==> src/rtl/div_exec_unit.sv <==
// rtl/div_exec_unit.sv - multi-cycle integer divide/remainder unit, restoring radix-2, CDB publish
// One instruction in flight; special cases (divide by zero, signed overflow) bypass the iteration.
module div_exec_unit #(
  parameter int XLEN  = 32,
  parameter int TAG_W = 6
) (
  input  logic             clk,
  input  logic             rst_n,
  input  logic             issue_valid,
  input  logic [1:0]       issue_op,
  input  logic [XLEN-1:0]  issue_rs1_data,
  input  logic [XLEN-1:0]  issue_rs2_data,
  input  logic [TAG_W-1:0] issue_rd_tag,
  output logic             ex_done,
  output logic             busy,
  output logic             cdb_req,
  input  logic             cdb_grant,
  output logic [TAG_W-1:0] cdb_tag,
  output logic [XLEN-1:0]  cdb_data
);

  localparam int CW = $clog2(XLEN);
  localparam logic [CW-1:0]   LAST_STEP = CW'(XLEN - 1);
  localparam logic [XLEN-1:0] INT_MIN   = {1'b1, {(XLEN-1){1'b0}}};
  localparam logic [XLEN-1:0] ALL_ONES  = {XLEN{1'b1}};

  typedef enum logic [1:0] {S_IDLE, S_BUSY, S_FIX, S_DONE} state_t;

  state_t            r_state;
  state_t            w_state_nxt;
  logic [CW-1:0]     r_count;
  logic              r_is_rem;
  logic [TAG_W-1:0]  r_tag;
  logic [XLEN-1:0]   r_rem;
  logic [XLEN-1:0]   r_quo;
  logic [XLEN-1:0]   r_divisor;
  logic              r_q_neg;
  logic              r_r_neg;
  logic [TAG_W-1:0]  r_cdb_tag;
  logic [XLEN-1:0]   r_cdb_data;

  logic              w_accept;
  logic              w_signed;
  logic              w_a_neg;
  logic              w_b_neg;
  logic              w_div0;
  logic              w_ovf;
  logic              w_special;
  logic [XLEN-1:0]   w_special_res;
  logic [XLEN-1:0]   w_a_mag;
  logic [XLEN-1:0]   w_b_mag;
  logic [XLEN:0]     w_shift;
  logic [XLEN:0]     w_trial;
  logic [XLEN-1:0]   w_q_fix;
  logic [XLEN-1:0]   w_r_fix;

  // op[0] = unsigned variant, op[1] = remainder variant
  assign w_signed  = ~issue_op[0];
  assign w_a_neg   = w_signed & issue_rs1_data[XLEN-1];
  assign w_b_neg   = w_signed & issue_rs2_data[XLEN-1];
  assign w_a_mag   = w_a_neg ? (~issue_rs1_data + 1'b1) : issue_rs1_data;
  assign w_b_mag   = w_b_neg ? (~issue_rs2_data + 1'b1) : issue_rs2_data;
  assign w_div0    = (issue_rs2_data == '0);
  assign w_ovf     = w_signed && (issue_rs1_data == INT_MIN) && (issue_rs2_data == ALL_ONES);
  assign w_special = w_div0 | w_ovf;

  always_comb begin
    w_special_res = '0;
    if (w_div0) w_special_res = issue_op[1] ? issue_rs1_data : ALL_ONES;
    else        w_special_res = issue_op[1] ? '0 : INT_MIN;
  end

  assign w_shift = {r_rem, r_quo[XLEN-1]};
  assign w_trial = w_shift - {1'b0, r_divisor};
  assign w_q_fix = r_q_neg ? (~r_quo + 1'b1) : r_quo;
  assign w_r_fix = r_r_neg ? (~r_rem + 1'b1) : r_rem;

  always_ff @(posedge clk) begin
    if (!rst_n) r_state <= S_IDLE;
    else        r_state <= w_state_nxt;
  end

  always_comb begin
    w_accept    = issue_valid && ((r_state == S_IDLE) || ((r_state == S_DONE) && cdb_grant));
    w_state_nxt = r_state;
    case (r_state)
      S_IDLE:  if (w_accept) w_state_nxt = w_special ? S_DONE : S_BUSY;
      S_BUSY:  if (r_count == LAST_STEP) w_state_nxt = S_FIX;
      S_FIX:   w_state_nxt = S_DONE;
      S_DONE: begin
        if (cdb_grant) begin
          if (w_accept) w_state_nxt = w_special ? S_DONE : S_BUSY;
          else          w_state_nxt = S_IDLE;
        end
      end
      default: w_state_nxt = S_IDLE;
    endcase
    ex_done = w_accept;
    busy    = (r_state != S_IDLE);
    cdb_req = (r_state == S_DONE);
  end

  always_ff @(posedge clk) begin
    if (!rst_n) begin
      r_count    <= '0;
      r_is_rem   <= 1'b0;
      r_tag      <= '0;
      r_rem      <= '0;
      r_quo      <= '0;
      r_divisor  <= '0;
      r_q_neg    <= 1'b0;
      r_r_neg    <= 1'b0;
      r_cdb_tag  <= '0;
      r_cdb_data <= '0;
    end else if (w_accept) begin
      r_is_rem <= issue_op[1];
      r_tag    <= issue_rd_tag;
      if (w_special) begin
        r_cdb_tag  <= issue_rd_tag;
        r_cdb_data <= w_special_res;
      end else begin
        r_count   <= '0;
        r_rem     <= '0;
        r_quo     <= w_a_mag;
        r_divisor <= w_b_mag;
        r_q_neg   <= w_a_neg ^ w_b_neg;
        r_r_neg   <= w_a_neg;
      end
    end else begin
      case (r_state)
        S_BUSY: begin
          r_count <= r_count + 1'b1;
          // A clear borrow bit means the divisor fit: keep the difference, shift in a 1
          if (!w_trial[XLEN]) begin
            r_rem <= w_trial[XLEN-1:0];
            r_quo <= {r_quo[XLEN-2:0], 1'b1};
          end else begin
            r_rem <= w_shift[XLEN-1:0];
            r_quo <= {r_quo[XLEN-2:0], 1'b0};
          end
        end
        S_FIX: begin
          r_cdb_tag  <= r_tag;
          r_cdb_data <= r_is_rem ? w_r_fix : w_q_fix;
        end
        default: ;
      endcase
    end
  end

  assign cdb_tag  = r_cdb_tag;
  assign cdb_data = r_cdb_data;

endmodule

==> config.mk <==
export PLATFORM = sky130hd
export DESIGN_NAME = div_exec_unit
export DESIGN_NICKNAME = d
export VERILOG_FILES = /design/src/rtl/div_exec_unit.sv
export SDC_FILE = /design/constraint.sdc
export NUM_CORES = 1
export LEC_CHECK = 0
export BUFFER_PORTS_ARGS = -buffer_cell sky130_fd_sc_hd__buf_2
export CAP_MARGIN = 20
export CORE_AREA = 2 2 138 140
export CTS_CLUSTER_SIZE = 10
export DETAILED_ROUTE_END_ITERATION = 7
export DIE_AREA = 0 0 140 142
export PLACE_DENSITY = 0.77
export SLEW_MARGIN = 25
export SYNTH_ARGS = -nofsm -noshare
export SYNTH_HDL_FRONTEND = slang
export SYNTH_SLANG_ARGS = --single-unit
==> constraint.sdc <==
create_clock -name clk -period 4.3 [get_ports clk]
set_clock_uncertainty 0.1 [all_clocks]
set_input_delay 0.215 -clock clk [delete_from_list [all_inputs] [get_ports clk]]
set_output_delay 0.215 -clock clk [all_outputs]
set_load 0.02 [all_outputs]
Word level (Yosys, flattened, before mapping)
Index checks and enable logic that the tools add are counted.
{"block": "word_totals", "input_bits": 76, "elab_cells": 83, "ff_bits": 150}
{"block": "op_classes", "mux": 31, "bitwise_logic": 10, "eq_ne": 11, "add_sub_neg": 6, "n_reduce_logical": 14}
{"operator": "$mux 32", "n": 18}
{"operator": "$add 32x1->32 const B", "n": 4}
{"operator": "$not 32->32", "n": 4}
{"operator": "$eq 32x32->1 const B", "n": 2}
{"operator": "$sub 33x32->33", "n": 1}
{"operator": "$logic_not 32->1", "n": 1}
{"operator": "$mux 6", "n": 3}
{"operator": "$mux 5", "n": 3}
{"operator": "$mux 2", "n": 5}
{"operator": "$pmux 2 s4", "n": 1}
{"operator": "$ne 2x2->1 const B", "n": 3}
{"operator": "$reduce_and 2->1", "n": 3}
{"operator": "$reduce_bool 2->1", "n": 3}
{"operator": "$add 5x1->5 const B", "n": 1}
{"operator": "$eq 5x5->1 const B", "n": 1}
{"operator": "$eq 2x2->1 const B", "n": 2}
{"operator": "$logic_and 1x1->1", "n": 4}
{"operator": "$ne 2x1->1 const B", "n": 2}
{"operator": "$reduce_and 3->1", "n": 1}
{"operator": "$and 1x1->1", "n": 2}
{"operator": "$eq 2x1->1 const B", "n": 1}
{"operator": "$logic_not 2->1", "n": 1}
{"operator": "$not 1->1", "n": 2}
{"operator": "$logic_or 1x1->1", "n": 1}
{"operator": "other kinds (3)", "n": 3}

Longest topological paths before layout
Gate-level depths: netlist of the first run.
{"block": "logic_depth", "word_depth": 8, "mapped_depth": 14, "ltp_nobuf": 12}

Worst setup path after synthesis of the first run
Ideal clock, no wire load.
{"block": "synth_path", "kind": "register to register", "from": "register r_quo[31]", "to": "register r_rem[10]", "stages_incl_launch_ff": 15, "setup_time_ns": 0.128, "arrival_ns": 3.214, "setup_slack_ns": 0.857, "period_less_slack_ns": 3.443, "path_buffers": 2, "required_ns": 4.072, "path_cell_list": "dfxtp_1 -> inv_1 -> ha_1 -> fa_1 -> nand2b_1 -> a21oi_1 -> o21ai_0 -> o21ai_0 -> o2111ai_1 -> a31oi_2 -> xor2_1 -> buf_4 -> buf_2 -> mux2i_1 -> o21ai_0"}
{"block": "synth_via", "elab_chain_len": 4}
{"item": "from (decl)", "line": "35", "source": "logic [XLEN-1:0] r_quo;"}
{"item": "from (signal assigned)", "line": "124", "source": "r_quo <= w_a_mag;"}
{"item": "from (signal assigned)", "line": "136", "source": "r_quo <= {r_quo[XLEN-2:0], 1'b1};"}
{"item": "from (signal assigned)", "line": "139", "source": "r_quo <= {r_quo[XLEN-2:0], 1'b0};"}
{"item": "$sub 33x32->33", "line": "74", "source": "assign w_trial = w_shift - {1'b0, r_divisor};"}
{"item": "$mux 32", "line": "134", "source": "if (!w_trial[XLEN]) begin"}
{"item": "$mux 32", "line": "130", "source": "case (r_state)"}
{"item": "$mux 32", "line": "115", "source": "end else if (w_accept) begin"}
{"item": "to (signal assigned)", "line": "135", "source": "r_rem <= w_trial[XLEN-1:0];"}
{"item": "to (signal assigned)", "line": "138", "source": "r_rem <= w_shift[XLEN-1:0];"}
{"item": "to (decl)", "line": "34", "source": "logic [XLEN-1:0] r_rem;"}
Every way passes these cells. The select of a mux whose other input is x is not followed.
A chain may end at the register's enable or synchronous reset.

Final worst setup path of the first run
{"block": "layout_path", "from": "register r_quo[31]", "to": "register r_rem[1]"}
The elaborated chain is that of the path after synthesis.

==> qor.csv, run 1 <==
stage,metric,value,unit
synth,ys_top_cells_by_count,"nand2_1 (169), nor2_1 (151), dfxtp_1 (150)",
timing,finalCritPeriodShare,91.4,%
synth,seq_area_frac_synth,27.9,%
critical_path,cp.depth,13,
critical_path,r2r-start,r_quo[31],
critical_path,path_max_fanout,20,
drt,drt-total-wl,32.3,mm
synth,synthTopCellsByArea,"dfxtp_1 (28%), xnor2_1 (6.1%), nand2_1 (5.9%)",
grt,grt_use_met3,5.52,%
timing,worst_pin_slew,1.01,ns
clocking,clock_path_buffers,2,
critical_path,cp-start-kind,flop,
job,drv_cap,0,
timing,finalHoldViolCount,0,
critical_path,crit_start,r_quo[31],
synth,yosys_warnings,0,
critical_path,max_stage_delay,0.52,ns
grt,grt.total_usage,31.9,%
place,place_area,11500,µm²
clocking,cts_buffers,17,
floorplan,die_w,140,µm
grt,antenna_found_initial,1,
synth,synth_edf_count,0,
clocking,cts_tree,done,
clocking,clkLatencyLatePin,0.44,ns
timing,max_freq,0.254,GHz
pwr,peakVddDrop,0.000586,V
clocking,cts_htree_levels,4,
grt,top_usage_layer,met2,
outcome,violations,design-rule violations,
timing,final_max_slew_viol_count,0,
synth,synth.most_common_cell,nand2_1,
synth,yosysUniqueCellTypes,69,
critical_path,crit_buf_inv,2,
drt,via_per_inst,6.30,
worst_hold_path,hp-class,primary input to flop,
pwr,power.density,619,nW/µm²
synth,syn-num-nets,1537,
synth,netlist_area,10800,µm²
critical_path,critPathMostFrequentCell,o21ai_0,
worst_hold_path,worstHoldStart,issue_rs2_data[31],
grt,grt_max_degree,68,
clocking,clock-sinks,150,
floorplan,initial_utilization,58.4,%
place,io_buffers,116,
finish,finalNetCount,1621,
synth,ys_ff_latch,150,
synth,async_flop_share,0,%
synth,avgSynthCellArea,7.58,µm²
floorplan,die_area,19900,µm²
grt,grt_pass1_wl,51.2,mm
critical_path,path_cells,"inv_1, ha_1, fa_1, nand2b_1, a21oi_1, o21ai_0, o21ai_0, o2111ai_1, a31oi_2, xor2_4, buf_4, nand2_1, a32o_1",
place,routabilityCongestion,0.952,
critical_path,cp_top_family,compound AO/OA/AOI/OAI gates,
grt,grt_util_met1,43.2,%
floorplan,rows,50,
grt,grt_pass1_vias,10100,
floorplan,ios,117,
clocking,cts-root-buf,clkbuf_16,
grt,grt_overflow_total,0,
timing,setup_viol,0,
floorplan,core_area,18500,µm²
critical_path,criticalPathCategory,flop to flop,
drt,num_vias,11000,
clocking,clk_pin_slew,0.06,ns
synth,netlist_instances,1421,
grt,met2_usage,50.8,%
drt,first_iter_violations,1368,
critical_path,critPathCaptureType,flop,
drt,drc_errors,9,
finish,utilization,66.0,%
critical_path,r2r_cells,13,
drt,first_pass_iters,8,
outcome,status,finished with violations,
synth,synth_top_area_share,27.9,%
worst_hold_path,hold_depth,3,
timing,relSlewSlack,32.6,%
finish,areaGrowthSynthToFinish,13.0,%
timing,min_period,3.93,ns
critical_path,slowest_stage,a31oi_2,
synth,yosys.area.top_type,dfxtp_1,
pwr,p_leak,4.94,nW
drt,ant_nets,0,
finish,drive_gt1_share,12.7,%
place,dp_hpwl,23.4,mm
critical_path,critPathArrivalTime,4.15,ns
finish,fillers,1623,
floorplan,die_h,142,µm
finish,post-route-cell-area,12200,µm²
timing,rsz0062_at_grt,no,
timing,fin_setup_tns,0,ns
synth,synth_ff_type,dfxtp_1,
critical_path,cp_data_required_time,4.52,ns
drt,route.detailed.wl_per_inst,18.5,µm
## cell families (layout without fill, tap and decap cells)
family / count (synthesis) / count (layout) / synth area share, %
AO/OA/AOI/OAI: 440 / 440 / 26.8
other: 0 / 1 / 0
buffers and inverters: 142 / 236 / 5.26
adder cells (fa/ha/maj): 40 / 40 / 4.71
multiplexers: 39 / 39 / 3.63
XOR/XNOR: 143 / 143 / 11.6
flip-flops: 150 / 150 / 27.9
AND/OR/NAND/NOR: 467 / 467 / 20.1
## metal layers
layer / up-vias / share of wire [%]
met5: - / 0
met4: 0 / 3.2
met3: 85 / 8.3
met2: 533 / 45
met1: 5111 / 44
li1: 5304 / -
## state kept, by name (all words and copies together) (netlist names)
signal / cells
r_count: 5
r_is_rem: 1
r_tag: 6
r_rem: 32
r_state: 2
r_quo: 32
r_divisor: 32
r_r_neg: 1
cdb_tag: 6
r_q_neg: 1
cdb_data: 32
## tightest hold or removal path, cell delays in order
cell and delay [ns]:
buf_2 0.14, a31oi_1 0.09, nor2_1 0.07
## stage by stage
step / hold slack [ns] / instances / power [mW] / setup slack (ns)
floorplan: 0.262 / 1421 / 4.97 / 0.857
global placement: 0.325 / 1712 / 5.84 / 0.624
detailed placement: 0.330 / 1712 / 5.92 / 0.495
CTS: 0.00130 / 1749 / 7.45 / 0.444
global route: 0.0288 / 1750 / 7.98 / 0.112
finish: 0.00514 / 1750 / 7.54 / 0.370
## final timing paths
| kind | to | slack [ns] |
|---|---|---|
| hold / removal | r_divisor[31] | 0.005 |
| hold reg to reg | cdb_data[15] | 0.34 |
| setup reg to reg | r_rem[1] | 0.37 |
| setup / recovery | r_rem[1] | 0.37 |
## power by group
part           internal (mW)  total (mW)  switching (mW)  leakage, nW
combinational           1.73        4.18            2.45         3.44
clock                  0.898        1.49           0.596        0.274
sequential              1.56        1.86           0.300         1.22
total                   4.19        7.54            3.35         4.94
## timing repair
action                    CTS  global route
setup buffers               0             0
hold endpoints to repair    8             0
hold buffers                8             0
gates resized for setup     0             0
## area by class of cell
type                    instances  area (µm²)  share of cell area, %
clock inverters                10         134                   1.10
repair buffers                152         871                   7.15
well taps                     234         293                   2.40
inverters                      55         206                   1.70
flip-flops and latches        150        3000                   24.7
multi-input cells            1129        7230                   59.4
diodes                          1        2.50                 0.0206
clock buffers                  19         433                   3.56
## layout by cell type (no fill, tap or decap), types with 53 or more instances in the layout
cell type / Yosys / layout
nor2_1: 151 / 151
inv_1: 54 / 53
a211oi_1: 60 / 60
o21ai_0: 84 / 84
a21oi_1: 114 / 114
xnor2_1: 75 / 75
buf_2: 18 / 116
nand2_1: 169 / 169
dfxtp_1: 150 / 150
xor2_1: 68 / 67
Power figures use the tool's default switching activity.
==> inputs of run 2 (changes only) <==
MAX_ROUTING_LAYER = met4   (was unset)
==> run 2 against run 1 <==
Against the previous run:
- the flow still finishes with violations (design-rule violations)
- first-iteration DRC count down 9.6%
- sequential share of layout area about the same
- combinational power about the same
- cell count unchanged
- wire length down 0.46%
- maximum frequency up 1.4%
- die area unchanged
- clock power up 3%
- sequential power about the same
- non-clock buffer count down 3
- critical path type unchanged
- largest power group unchanged
==> qor.csv, run 2 (same netlist as run 1, synthesis figures left out) <==
stage,metric,value,unit,change
drt,via_per_inst,6.26,,was 6.30
critical_path,rr_endpoint,r_rem[2],,was r_rem[1]
clocking,clkLatencyLatePin,0.44,ns,about the same
finish,drive_gt1_share,12.5,%,was 12.7%
floorplan,die_area,19900,µm²,unchanged
drt,first_iter_violations,1236,,was 1368
grt,grt.total_usage,32.8,%,was 31.9%
critical_path,cp-start-kind,flop,,unchanged
drt,route.detailed.wl_per_inst,18.4,µm,was 18.5 µm
timing,max_freq,0.258,GHz,was 0.254 GHz
worst_hold_path,hp-class,primary input to flop,,unchanged
finish,areaGrowthSynthToFinish,13.1,%,was 13.0%
floorplan,die_w,140,µm,unchanged
finish,finalNetCount,1618,,was 1621
job,drv_cap,0,,unchanged
clocking,post_cts_resized,0,,unchanged
drt,ant_nets,0,,unchanged
grt,grt_pass1_wl,51.0,mm,was 51.2 mm
drt,drc_errors,10,,was 9
floorplan,core_area,18500,µm²,unchanged
pwr,p_total,7.62,mW,was 7.54 mW
clocking,cts-root-buf,clkbuf_16,,unchanged
timing,min_period,3.87,ns,was 3.93 ns
critical_path,endpoint,r_rem[2],,was r_rem[1]
outcome,violations,design-rule violations,,unchanged
place,io_buffers,116,,unchanged
grt,grt_max_degree,73,,was 68
pwr,power.density,625,nW/µm²,was 619 nW/µm²
timing,fin_setup_tns,0,ns,unchanged
critical_path,r2r_cells,13,,unchanged
floorplan,ios,117,,unchanged
drt,first_pass_iters,8,,unchanged
critical_path,path_max_fanout,20,,unchanged
timing,rsz0062_at_grt,no,,unchanged
grt,grt_overflow_total,0,,unchanged
clocking,clock-sinks,150,,unchanged
finish,final_cell_mix,"nand2_1 (169), nor2_1 (151), dfxtp_1 (150)",,unchanged
clocking,cts_buffers,17,,unchanged
grt,grt_pass1_vias,9917,,was 10100
timing,relSlewSlack,38.0,%,was 32.6%
finish,fillers,1582,,was 1623
place,routabilityCongestion,0.950,,was 0.952
critical_path,r2r-start,r_quo[31],,unchanged
timing,worst_pin_slew,0.926,ns,was 1.01 ns
pwr,peakVddDrop,0.000495,V,was 0.000586 V
timing,setup_viol,0,,unchanged
place,dp_hpwl,23.4,mm,about the same
clocking,clock_path_buffers,2,,unchanged
floorplan,rows,50,,unchanged
critical_path,crit_start,r_quo[31],,unchanged
drt,num_vias,11000,,about the same
floorplan,die_h,142,µm,unchanged
outcome,status,finished with violations,,unchanged
drt,drt-total-wl,32.2,mm,was 32.3 mm
critical_path,cp_data_required_time,4.50,ns,was 4.52 ns
critical_path,critPathArrivalTime,4.07,ns,was 4.15 ns
timing,final_max_slew_viol_count,0,,unchanged
clocking,post-cts-setup-buffer-count,0,,unchanged
critical_path,critPathCaptureType,flop,,unchanged
floorplan,initial_utilization,58.4,%,unchanged
timing,finalHoldViolCount,0,,unchanged
clocking,clk_pin_slew,0.06,ns,about the same
grt,antenna_found_initial,1,,unchanged
pwr,p_leak,4.93,nW,was 4.94 nW
finish,layout.cells.most_common,nand2_1,,unchanged
critical_path,criticalPathCategory,flop to flop,,unchanged
clocking,cts_tree,done,,unchanged
timing,finalCritPeriodShare,90.1,%,was 91.4%
clocking,cts_htree_levels,4,,unchanged
critical_path,reg2reg_slack,0.43,ns,was 0.37 ns
## run 2: cell count changes in the layout (fill, tap and decap cells not counted), moves of 2 or more
cell	before	now
buf_4	28	24
clkinv_2	4	1
clkbuf_1	2	4
clkinvlp_4	2	4
## run 2: final cells by class
| class | count | area (µm²) | share of cell area [%] |
|---|---|---|---|
| Tap cell | 234 | 293 | 2.40 |
| Multi-Input combinational cell | 1129 | 7230 | 59.3 |
| Clock buffer | 21 | 440 | 3.61 |
| Timing Repair Buffer | 149 | 861 | 7.06 |
| Sequential cell | 150 | 3000 | 24.6 |
| Clock inverter | 11 | 151 | 1.24 |
| Inverter | 55 | 206 | 1.69 |
| Antenna cell | 1 | 2.50 | 0.0205 |
## run 2: how the worst min path moves through the flow
stage | start | endpoint | cells past startpoint
2_1_floorplan | issue_rs2_data[0] | r_divisor[0] | 2
3_3_place_gp | cdb_data[15] | cdb_data[15] | 2
3_5_place_dp | cdb_data[17] | cdb_data[17] | 2
4_1_cts | issue_rs2_data[31] | r_divisor[31] | 3
5_1_grt | issue_rs2_data[0] | r_divisor[0] | 3
6_report | issue_rs2_data[31] | r_divisor[31] | 3
## run 2: where the power goes
group	total, mW	switching [mW]	internal, mW
clock network	1.54	0.629	0.915
registers	1.87	0.311	1.56
logic	4.20	2.47	1.73
## run 2: repair_timing
action,in CTS,in global routing
hold endpoints to repair,8,0
hold buffers,8,0
endpoints found under the setup margin,0,0
## run 2: routing by layer
layer	vias to the layer above	routed length (µm)	global-route usage, %
met5	-	0	-
met4	0	764	10.4
met3	68	2740	5.75
met2	542	14500	52.1
met1	5024	14100	42.8
li1	5316	-	-
## run 2: per-stage QoR
stage	instance area, µm²	hold slack [ns]	setup WS, ns	instances	utilization [%]
floorplan	10800	0.262	0.857	1421	-
global placement	11500	0.324	0.628	1709	62.4
detailed placement	11500	0.333	0.506	1709	62.4
CTS	12200	0.0111	0.471	1749	66.0
global route	12200	0.0374	0.162	1750	66.1
finish	12200	0.0119	0.426	1750	66.1
## run 2: critical path: stages (launching register included)
cell and delay [ns]:
dfxtp_1 0.36, inv_1 0.10, ha_1 0.23, fa_1 0.39, nand2b_1 0.17, a21oi_1 0.17
o21ai_0 0.17, o21ai_0 0.44, o2111ai_1 0.21, a31oi_2 0.51, xor2_4 0.18, buf_4 0.35
mux2i_1 0.24, o21ai_0 0.11
